## config.mk

```make
export PLATFORM = sky130hd
export DESIGN_NAME = dmem_arbiter_flat
export DESIGN_NICKNAME = d
export VERILOG_FILES = /design/src/rtl/dmem_arbiter_if.sv /design/src/rtl/dmem_arbiter.sv /design/src/flat_wrapper.sv
export SDC_FILE = /design/constraint.sdc
export NUM_CORES = 1
export LEC_CHECK = 0
export ABC_AREA = 1
export CORE_MARGIN = 5
export CORE_UTILIZATION = 35
export DETAILED_ROUTE_END_ITERATION = 8
export GPL_TIMING_DRIVEN = 1
export PLACE_DENSITY = 0.75
export SLEW_MARGIN = 20
export SYNTH_ARGS = -nofsm -noshare
export SYNTH_HDL_FRONTEND = slang
export SYNTH_SLANG_ARGS = --single-unit
```

## constraint.sdc

```tcl
create_clock -name clk -period 1.9 [get_ports clk]
set_clock_uncertainty 0.15 [all_clocks]
set_input_delay 0.19 -clock clk [delete_from_list [all_inputs] [get_ports clk]]
set_output_delay 0.19 -clock clk [all_outputs]
set_load 0.05 [all_outputs]
```

## src/rtl/dmem_arbiter_if.sv

```systemverilog
// Bus bundle between the two requesters, the arbiter and the single-ported data memory.
interface dmem_arbiter_if #(
    parameter int unsigned WIDTH = 32
);
    logic             req0_valid;
    logic             req0_ready;
    logic             req0_write;
    logic [1:0]       req0_size;
    logic             req0_sign;
    logic [WIDTH-1:0] req0_addr;
    logic [WIDTH-1:0] req0_wdata;
    logic             rsp0_valid;
    logic             rsp0_err;
    logic [WIDTH-1:0] rsp0_rdata;

    logic             req1_valid;
    logic             req1_ready;
    logic             req1_write;
    logic [1:0]       req1_size;
    logic             req1_sign;
    logic [WIDTH-1:0] req1_addr;
    logic [WIDTH-1:0] req1_wdata;
    logic             rsp1_valid;
    logic             rsp1_err;
    logic [WIDTH-1:0] rsp1_rdata;

    logic             mem_we;
    logic [1:0]       mem_size;
    logic             mem_sign;
    logic [WIDTH-1:0] mem_addr;
    logic [WIDTH-1:0] mem_wdata;
    logic [WIDTH-1:0] mem_rdata;
    logic             grant_id;

    // Arbiter side.
    modport slave (
        input  req0_valid, req0_write, req0_size, req0_sign, req0_addr, req0_wdata,
        input  req1_valid, req1_write, req1_size, req1_sign, req1_addr, req1_wdata,
        input  mem_rdata,
        output req0_ready, rsp0_valid, rsp0_err, rsp0_rdata,
        output req1_ready, rsp1_valid, rsp1_err, rsp1_rdata,
        output mem_we, mem_size, mem_sign, mem_addr, mem_wdata, grant_id
    );

    // Requester / memory side.
    modport master (
        output req0_valid, req0_write, req0_size, req0_sign, req0_addr, req0_wdata,
        output req1_valid, req1_write, req1_size, req1_sign, req1_addr, req1_wdata,
        output mem_rdata,
        input  req0_ready, rsp0_valid, rsp0_err, rsp0_rdata,
        input  req1_ready, rsp1_valid, rsp1_err, rsp1_rdata,
        input  mem_we, mem_size, mem_sign, mem_addr, mem_wdata, grant_id
    );
endinterface

```

## src/rtl/dmem_arbiter.sv

```systemverilog
// Two-port round-robin arbiter/sequencer in front of the single-ported data memory.
module dmem_arbiter #(
    parameter int unsigned WIDTH = 32
) (
    input logic            clk,
    input logic            rst,
    dmem_arbiter_if.slave  bus
);
    localparam logic [1:0] SIZE_WORD = 2'b00;
    localparam logic [1:0] SIZE_HALF = 2'b01;
    localparam logic [1:0] SIZE_RSVD = 2'b11;

    typedef enum logic {IDLE, ACCESS} state_t;

    state_t           state;
    logic             last_grant;
    logic             grant;
    logic             accept;

    logic             sel_write;
    logic             sel_sign;
    logic             sel_err;
    logic [1:0]       sel_size;
    logic [WIDTH-1:0] sel_addr;
    logic [WIDTH-1:0] sel_wdata;

    logic             cap_write;
    logic             cap_sign;
    logic             cap_err;
    logic             cap_port;
    logic [1:0]       cap_size;
    logic [WIDTH-1:0] cap_addr;
    logic [WIDTH-1:0] cap_wdata;

    logic             mem_we_q;
    logic             grant_id_q;
    logic             rsp0_valid_q;
    logic             rsp0_err_q;
    logic [WIDTH-1:0] rsp0_rdata_q;
    logic             rsp1_valid_q;
    logic             rsp1_err_q;
    logic [WIDTH-1:0] rsp1_rdata_q;

    // Round-robin pick, selected request fields and alignment check.
    // Acceptance is held off while rst is high so no requester sees a handshake that is discarded.
    always_comb begin
        grant = 1'b0;
        if (bus.req0_valid && bus.req1_valid) begin
            grant = ~last_grant;
        end else if (bus.req1_valid) begin
            grant = 1'b1;
        end
        accept    = (state == IDLE) && !rst && (grant ? bus.req1_valid : bus.req0_valid);
        sel_write = grant ? bus.req1_write : bus.req0_write;
        sel_sign  = grant ? bus.req1_sign  : bus.req0_sign;
        sel_size  = grant ? bus.req1_size  : bus.req0_size;
        sel_addr  = grant ? bus.req1_addr  : bus.req0_addr;
        sel_wdata = grant ? bus.req1_wdata : bus.req0_wdata;
        sel_err   = (sel_size == SIZE_RSVD)
                  || ((sel_size == SIZE_HALF) && sel_addr[0])
                  || ((sel_size == SIZE_WORD) && (sel_addr[1:0] != 2'b00));
    end

    assign bus.req0_ready = accept && !grant;
    assign bus.req1_ready = accept && grant;

    // Sequencer: capture on accept, one memory cycle, then a one-cycle registered response.
    always_ff @(posedge clk) begin
        if (rst) begin
            state        <= IDLE;
            last_grant   <= 1'b1;
            grant_id_q   <= 1'b0;
            cap_write    <= 1'b0;
            cap_sign     <= 1'b0;
            cap_err      <= 1'b0;
            cap_port     <= 1'b0;
            cap_size     <= 2'b00;
            cap_addr     <= '0;
            cap_wdata    <= '0;
            mem_we_q     <= 1'b0;
            rsp0_valid_q <= 1'b0;
            rsp0_err_q   <= 1'b0;
            rsp0_rdata_q <= '0;
            rsp1_valid_q <= 1'b0;
            rsp1_err_q   <= 1'b0;
            rsp1_rdata_q <= '0;
        end else begin
            mem_we_q     <= 1'b0;
            rsp0_valid_q <= 1'b0;
            rsp0_err_q   <= 1'b0;
            rsp0_rdata_q <= '0;
            rsp1_valid_q <= 1'b0;
            rsp1_err_q   <= 1'b0;
            rsp1_rdata_q <= '0;
            if (state == IDLE) begin
                if (accept) begin
                    cap_write  <= sel_write;
                    cap_sign   <= sel_sign;
                    cap_size   <= sel_size;
                    cap_addr   <= sel_addr;
                    cap_wdata  <= sel_wdata;
                    cap_err    <= sel_err;
                    cap_port   <= grant;
                    last_grant <= grant;
                    grant_id_q <= grant;
                    mem_we_q   <= sel_write && !sel_err;
                    state      <= ACCESS;
                end
            end else begin
                if (cap_port) begin
                    rsp1_valid_q <= 1'b1;
                    rsp1_err_q   <= cap_err;
                    rsp1_rdata_q <= (!cap_write && !cap_err) ? bus.mem_rdata : '0;
                end else begin
                    rsp0_valid_q <= 1'b1;
                    rsp0_err_q   <= cap_err;
                    rsp0_rdata_q <= (!cap_write && !cap_err) ? bus.mem_rdata : '0;
                end
                state <= IDLE;
            end
        end
    end

    assign bus.mem_we     = mem_we_q;
    assign bus.mem_size   = cap_size;
    assign bus.mem_sign   = cap_sign;
    assign bus.mem_addr   = cap_addr;
    assign bus.mem_wdata  = cap_wdata;
    assign bus.grant_id   = grant_id_q;
    assign bus.rsp0_valid = rsp0_valid_q;
    assign bus.rsp0_err   = rsp0_err_q;
    assign bus.rsp0_rdata = rsp0_rdata_q;
    assign bus.rsp1_valid = rsp1_valid_q;
    assign bus.rsp1_err   = rsp1_err_q;
    assign bus.rsp1_rdata = rsp1_rdata_q;
endmodule

```

## src/flat_wrapper.sv

```systemverilog
// flat-port wrapper written by rule: the top's interface ports become plain ports
module dmem_arbiter_flat 
#(
    parameter int unsigned WIDTH = 32
)
  (clk, rst, bus_req0_valid, bus_req0_write, bus_req0_size, bus_req0_sign, bus_req0_addr, bus_req0_wdata, bus_req1_valid, bus_req1_write, bus_req1_size, bus_req1_sign, bus_req1_addr, bus_req1_wdata, bus_mem_rdata, bus_req0_ready, bus_rsp0_valid, bus_rsp0_err, bus_rsp0_rdata, bus_req1_ready, bus_rsp1_valid, bus_rsp1_err, bus_rsp1_rdata, bus_mem_we, bus_mem_size, bus_mem_sign, bus_mem_addr, bus_mem_wdata, bus_grant_id);
  dmem_arbiter_if #(.WIDTH(WIDTH)) bus_i ();
  input logic clk;
  input logic rst;
  input wire logic [$bits(bus_i.req0_valid)-1:0] bus_req0_valid;
  input wire logic [$bits(bus_i.req0_write)-1:0] bus_req0_write;
  input wire logic [$bits(bus_i.req0_size)-1:0] bus_req0_size;
  input wire logic [$bits(bus_i.req0_sign)-1:0] bus_req0_sign;
  input wire logic [$bits(bus_i.req0_addr)-1:0] bus_req0_addr;
  input wire logic [$bits(bus_i.req0_wdata)-1:0] bus_req0_wdata;
  input wire logic [$bits(bus_i.req1_valid)-1:0] bus_req1_valid;
  input wire logic [$bits(bus_i.req1_write)-1:0] bus_req1_write;
  input wire logic [$bits(bus_i.req1_size)-1:0] bus_req1_size;
  input wire logic [$bits(bus_i.req1_sign)-1:0] bus_req1_sign;
  input wire logic [$bits(bus_i.req1_addr)-1:0] bus_req1_addr;
  input wire logic [$bits(bus_i.req1_wdata)-1:0] bus_req1_wdata;
  input wire logic [$bits(bus_i.mem_rdata)-1:0] bus_mem_rdata;
  output wire logic [$bits(bus_i.req0_ready)-1:0] bus_req0_ready;
  output wire logic [$bits(bus_i.rsp0_valid)-1:0] bus_rsp0_valid;
  output wire logic [$bits(bus_i.rsp0_err)-1:0] bus_rsp0_err;
  output wire logic [$bits(bus_i.rsp0_rdata)-1:0] bus_rsp0_rdata;
  output wire logic [$bits(bus_i.req1_ready)-1:0] bus_req1_ready;
  output wire logic [$bits(bus_i.rsp1_valid)-1:0] bus_rsp1_valid;
  output wire logic [$bits(bus_i.rsp1_err)-1:0] bus_rsp1_err;
  output wire logic [$bits(bus_i.rsp1_rdata)-1:0] bus_rsp1_rdata;
  output wire logic [$bits(bus_i.mem_we)-1:0] bus_mem_we;
  output wire logic [$bits(bus_i.mem_size)-1:0] bus_mem_size;
  output wire logic [$bits(bus_i.mem_sign)-1:0] bus_mem_sign;
  output wire logic [$bits(bus_i.mem_addr)-1:0] bus_mem_addr;
  output wire logic [$bits(bus_i.mem_wdata)-1:0] bus_mem_wdata;
  output wire logic [$bits(bus_i.grant_id)-1:0] bus_grant_id;
  assign bus_i.req0_valid = bus_req0_valid;
  assign bus_i.req0_write = bus_req0_write;
  assign bus_i.req0_size = bus_req0_size;
  assign bus_i.req0_sign = bus_req0_sign;
  assign bus_i.req0_addr = bus_req0_addr;
  assign bus_i.req0_wdata = bus_req0_wdata;
  assign bus_i.req1_valid = bus_req1_valid;
  assign bus_i.req1_write = bus_req1_write;
  assign bus_i.req1_size = bus_req1_size;
  assign bus_i.req1_sign = bus_req1_sign;
  assign bus_i.req1_addr = bus_req1_addr;
  assign bus_i.req1_wdata = bus_req1_wdata;
  assign bus_i.mem_rdata = bus_mem_rdata;
  assign bus_req0_ready = bus_i.req0_ready;
  assign bus_rsp0_valid = bus_i.rsp0_valid;
  assign bus_rsp0_err = bus_i.rsp0_err;
  assign bus_rsp0_rdata = bus_i.rsp0_rdata;
  assign bus_req1_ready = bus_i.req1_ready;
  assign bus_rsp1_valid = bus_i.rsp1_valid;
  assign bus_rsp1_err = bus_i.rsp1_err;
  assign bus_rsp1_rdata = bus_i.rsp1_rdata;
  assign bus_mem_we = bus_i.mem_we;
  assign bus_mem_size = bus_i.mem_size;
  assign bus_mem_sign = bus_i.mem_sign;
  assign bus_mem_addr = bus_i.mem_addr;
  assign bus_mem_wdata = bus_i.mem_wdata;
  assign bus_grant_id = bus_i.grant_id;
  dmem_arbiter #(.WIDTH(WIDTH)) u_core (.clk(clk), .rst(rst), .bus(bus_i));
endmodule
```

==> flow_metrics.tcl, run 1 <==
set metrics [dict create \
    synth_seq_area_share_pct 53.5 \
    stdcell_area_um2 9180 \
    worst_skew_pair.late_latency_ns 0.41 \
    fillers 1337 \
    syn_area_per_cell_um2 7.27 \
    intPower_mw 5.78 \
    clkPwrFrac_pct 40.3 \
    detail_route.wl_per_cell_um 14.5 \
    cpMaxStageDelayCell "clkdlybuf4s50_1" \
    io_pins 311 \
    h-tree-depth 4 \
    drtAntennaViolNets 0 \
    drv_slew 0 \
    finalWorstSetupSlack_ns 0.0379 \
    dieWidth_um 133 \
    placed_area_um2 8590 \
    hpwlAfterDp_mm 13.5 \
    drtIter0Drc 261 \
    grt_usage_pct 19.7 \
    synth_fp_nets 897 \
    switching_share_pct 28.5 \
    most-common-layout-cells "341 x nand2_1, 210 x clkdlybuf4s50_1, 141 x dfxtp_1, 65 x nor3_1, 65 x a21oi_1" \
    routed_wl_mm 17.8 \
    cp-start-kind "register" \
    ir_worst_vdd_uv 565 \
    seq_power_share_pct 39.0 \
    total_power_mw 8.08 \
    layout_commonest_cell "nand2_1" \
    yosys_warnings 0 \
    gp_congestion 0.800 \
    syn_inst 725 \
    root_buffer "clkbuf_16" \
    finalHoldViolCount 0 \
    p_per_area_nw_per_um2 880 \
    slew_headroom_pct 63.2 \
    overflow 0 \
    status "finished, final reports clean" \
    setup_viol 0 \
    cts.clk_slew.worst_paths_ns 0.06 \
    ys_types 20 \
    cp_data_arrival_time_ns 1.52 \
    vias 5507 \
    drc 0 \
    cts.sinks 141 \
    grt_pass1_wl_mm 27.6 \
    die_y_um 133 \
    fin_cells 1228 \
    cts_tree "done" \
    drive_gt1_share_pct 9.40 \
    cap_violations 0 \
    grt_max_degree 65 \
    synth-seq-cells 141 \
    cp-end-kind "output port" \
    grt_antenna_before_repair 1 \
    p_comb_share_pct 20.7 \
    layout_worst_path_cycle_share_pct 98.0 \
    rows 44 \
    slowest_delay_ns 0.81 \
    area_growth_pct 74.2 \
    final.min_clock_period_ns 1.86 \
    grt_pass1_vias 5246 \
    switchingPower_mw 2.30 \
    fin_worst_hold_slack_ns 0.0483 \
    holdBufCountCts 0 \
    path_delay_family "buffers and inverters" \
    pre_cts_ws_ns 0.0497 \
    multi_input_area_um2 2060 \
    cts_buffer_depth 2 \
    firstDrtPassIters 5 \
    die-area_um2 17600 \
    worstPathCellList "clkdlybuf4s50_1" \
    final_nets 1202 \
    via_per_inst 4.48 \
    worstMarginPinSlew_ns 0.551 \
    coreArea_um2 14600 \
    synth_area_um2 5270 \
    hold_class "primary input to register" \
    start_util_pct 36.0 \
    cp_max_fo 1 \
    area.sequential_um2 2820 \
    dp_cells 1195 \
    criticalPathCategory "register to output port" \
    required_ns 1.56 \
    portBuffers 310 \
    max_freq_mhz 537 \
    cts_buffers 17 \
    critPathBufInv 1 \
    p_leak_nw 4.52 \
]
## worst min-delay path: cells and delay by family
family	cells	cell delay [ns]
AND/OR/NAND/NOR	3	0.21
buffers and inverters	1	0.15
## power by group through the flow
stage | Combinational, mW | Sequential [mW] | Clock [mW]
6_report | 1.67 | 3.15 | 3.26
5_1_grt | 1.80 | 3.16 | 3.46
4_1_cts | 1.69 | 3.15 | 3.33
3_5_place_dp | 1.72 | 3.22 | 0
3_3_place_gp | 1.71 | 3.21 | 0
2_1_floorplan | 0.510 | 3.64 | 0
## kinds of logic after synthesis
| family | synth area share, % |
|---|---|
| flip-flops | 53.5 |
| buffers and inverters | 7.60 |
| AO/OA/AOI/OAI | 6.65 |
| AND/OR/NAND/NOR | 32.2 |
## final timing paths
| check | from | end | slack, ns | cells past startpoint |
|---|---|---|---|---|
| setup / recovery | u_core.bus.rsp1_rdata[4] | bus_rsp1_rdata[4] | 0.04 | 1 |
| hold / removal | rst | u_core.last_grant | 0.05 | 4 |
| setup reg to reg | u_core.state | u_core.bus.rsp0_rdata[21] | 0.17 | 5 |
| hold reg to reg | u_core.bus.mem_wdata[9] | u_core.bus.mem_wdata[9] | 0.31 | 2 |
## layer usage
metal / part of all wire [%] / track usage [%] / wire length, um / vias up
met5: 0 / 0 / 0 / -
met4: 2.2 / 7.39 / 391 / 0
met3: 8.6 / 7.10 / 1540 / 25
met2: 48 / 33.4 / 8470 / 237
met1: 42 / 22.9 / 7390 / 2371
li1: - / - / - / 2874
## synth_stat cells, drive strengths merged
cell type,number,area [um2]
o21ai,5,25.0
nand3,8,40.0
nand2,342,1290
clkbuf,27,101
a21oi,65,325
inv,40,150
nor2,6,22.5
clkinv,1,3.75
or2,1,6.26
dfxtp,141,2820
nor3,66,335
nand3b,1,7.51
buf,22,145
## timing repair
item	CTS	global route
gates resized for setup	44	22
endpoints found under the setup margin	44	22
buffers inserted	0	0
## metrics by stage
stage / setup TNS [ns] / utilization (%)
3_3_place_gp: 0 / 58.6
2_1_floorplan: 0 / -
3_5_place_dp: 0 / 58.6
6_report: 0 / 62.7
5_1_grt: -0.000656 / 62.7
4_1_cts: 0 / 62.3
## sequential cells by signal, summed over array words and instances (netlist names)
| signal | count |
|---|---|
| u_core.cap_write | 1 |
| u_core.bus.rsp0_valid | 1 |
| u_core.bus.rsp1_valid | 1 |
| u_core.cap_err | 1 |
| u_core.bus.rsp1_rdata | 32 |
| u_core.cap_port | 1 |
| u_core.bus.rsp0_rdata | 32 |
| u_core.bus.mem_wdata | 32 |
| u_core.bus.rsp0_err | 1 |
| u_core.last_grant | 1 |
| u_core.bus.mem_sign | 1 |
| u_core.bus.rsp1_err | 1 |
| u_core.state | 1 |
| u_core.bus.mem_size | 2 |
| u_core.bus.mem_addr | 32 |
| u_core.bus.mem_we | 1 |
## cell type report
| cell class | instances | share of cell area (%) |
|---|---|---|
| clock buffer | 19 | 4.93 |
| timing repair buffer | 335 | 36.2 |
| sequential | 141 | 30.7 |
| antenna | 1 | 0.0273 |
| clock inverter | 13 | 1.51 |
| multi-input combinational | 494 | 22.4 |
| inverter | 41 | 1.68 |
| tap | 184 | 2.51 |
Note: power is estimated with default switching activity, not from simulation.
==> inputs of run 2 (changes only) <==
HOLD_SLACK_MARGIN = 0.1   (was unset)
==> flow_metrics.tcl, run 2 (synthesized netlist as in run 1, its figures left out) <==
set metrics [dict create \
    cp_max_fo 1 \
    drv_slew 0 \
    reg2reg_depth 5 \
    most-common-layout-cells "341 x nand2_1, 210 x clkdlybuf4s50_1, 141 x dfxtp_1, 65 x nor3_1, 65 x a21oi_1" \
    drtIter0Drc 252 \
    fin_setup_tns_ns 0 \
    hold_depth 5 \
    cpMaxStageDelayCell "clkdlybuf4s50_1" \
    p_per_area_nw_per_um2 878 \
    grt_usage_pct 19.8 \
    status "finished, final reports clean" \
    routed_wl_mm 17.9 \
    cp-start-kind "register" \
    cts_buffers 17 \
    dieWidth_um 133 \
    grt.busiest_layer "met2" \
    slowest_delay_ns 0.81 \
    layout_commonest_cell "nand2_1" \
    required_ns 1.56 \
    use_met1_pct 23.0 \
    final_nets 1205 \
    pre_cts_ws_ns 0.0497 \
    use_met3_pct 7.10 \
    path_delay_family "buffers and inverters" \
    placed_area_um2 8590 \
    hold_class "primary input to register" \
    area_growth_pct 74.7 \
    io_pins 311 \
    worstMarginPinSlew_ns 0.551 \
    finalWorstSetupSlack_ns 0.0380 \
    setup_viol 0 \
    cp-end-kind "output port" \
    cts.clk_slew.worst_paths_ns 0.06 \
    root_buffer "clkbuf_16" \
    grt_antenna_before_repair 1 \
    layout_worst_path_cycle_share_pct 98.0 \
    portBuffers 310 \
    overflow 0 \
    cts_tree "done" \
    final.min_clock_period_ns 1.86 \
    drive_gt1_share_pct 9.37 \
    die_y_um 133 \
    vias 5495 \
    hpwlAfterDp_mm 13.5 \
    coreArea_um2 14600 \
    grt_pass1_vias 5269 \
    cp_data_arrival_time_ns 1.52 \
    rows 44 \
    max_freq_mhz 537 \
    p_leak_nw 4.53 \
    slew_headroom_pct 63.2 \
    cap_violations 0 \
    drc 0 \
    cp_num_cells 1 \
    via_per_inst 4.46 \
    stdcell_area_um2 9210 \
    ir_worst_vdd_uv 564 \
    worstPathCellList "clkdlybuf4s50_1" \
    criticalPathCategory "register to output port" \
    detail_route.wl_per_cell_um 14.5 \
    finalHoldViolCount 0 \
    h-tree-depth 4 \
    grt_max_degree 65 \
    grt_use_met2_pct 33.6 \
    cts.sinks 141 \
    cts_buffer_depth 2 \
    critPathBufInv 1 \
    firstDrtPassIters 4 \
    die-area_um2 17600 \
    grt_pass1_wl_mm 27.7 \
    start_util_pct 36.0 \
    gp_congestion 0.800 \
    drtAntennaViolNets 0 \
    worst_skew_pair.late_latency_ns 0.41 \
]
==> run 2: changes by cell type in the layout (fill, tap and decap cells not counted) <==
cell	change
dlygate4sd3_1	+3
==> run 2: what timing repair did <==
action / 4_1_cts / 5_1_grt
buffers inserted: 0 / 0
gates resized for setup: 44 / 22
endpoints found under the hold margin: 2 / 0
hold buffers: 3 / 0
setup endpoints to repair: 44 / 22
gates cloned: 0 / 0
==> run 2: layer usage <==
metal / vias up / part of all wire (%)
li1: 2877 / -
met1: 2362 / 41
met2: 231 / 48
met3: 25 / 8.5
met4: 0 / 2.2
met5: - / 0
==> run 2: worst reg2reg max path, delay by kind of cell (launching register included) <==
kind	cells	cell delay, ns
flip-flops	1	0.40
AND/OR/NAND/NOR	2	0.54
buffers and inverters	3	0.55
==> run 2: final timing paths <==
path                             from                        end  slack [ns]
max          u_core.bus.rsp1_rdata[4]          bus_rsp1_rdata[4]        0.04
min reg2reg   u_core.bus.mem_wdata[9]    u_core.bus.mem_wdata[9]        0.31
min                               rst            u_core.cap_port        0.14
max reg2reg              u_core.state  u_core.bus.rsp0_rdata[21]        0.17
==> run 2: report_power, final <==
| group | switching [mW] | total, mW | internal (mW) | leakage [nW] |
|---|---|---|---|---|
| clock | 1.25 | 3.26 | 2.01 | 0.289 |
| sequential | 0.0602 | 3.15 | 3.09 | 1.15 |
| combinational | 0.988 | 1.68 | 0.689 | 3.09 |
| total | 2.30 | 8.09 | 5.78 | 4.53 |
==> run 2: final cells by class <==
class	count	area, um2
sequential	141	2820
timing repair buffer	338	3350
clock buffer	19	453
multi-input combinational	494	2060
antenna	1	2.50
clock inverter	13	139
fill	1334	5430
tap	184	230
inverter	41	154
==> run 2: stage by stage <==
stage | hold slack [ns] | power (mW) | cells | utilization (%)
floorplan | 0.127 | 4.15 | 725 | -
global placement | 0.301 | 4.92 | 1195 | 58.6
detailed placement | 0.299 | 4.94 | 1195 | 58.6
CTS | 0.123 | 8.17 | 1230 | 62.5
global route | 0.152 | 8.42 | 1231 | 62.9
finish | 0.137 | 8.09 | 1231 | 62.9
==> inputs of run 3 (changes only) <==
SKIP_LAST_GASP = 1   (was unset)
==> results of run 3 <==
No change in the layout: final DEF, timing and power equal those of run 2.
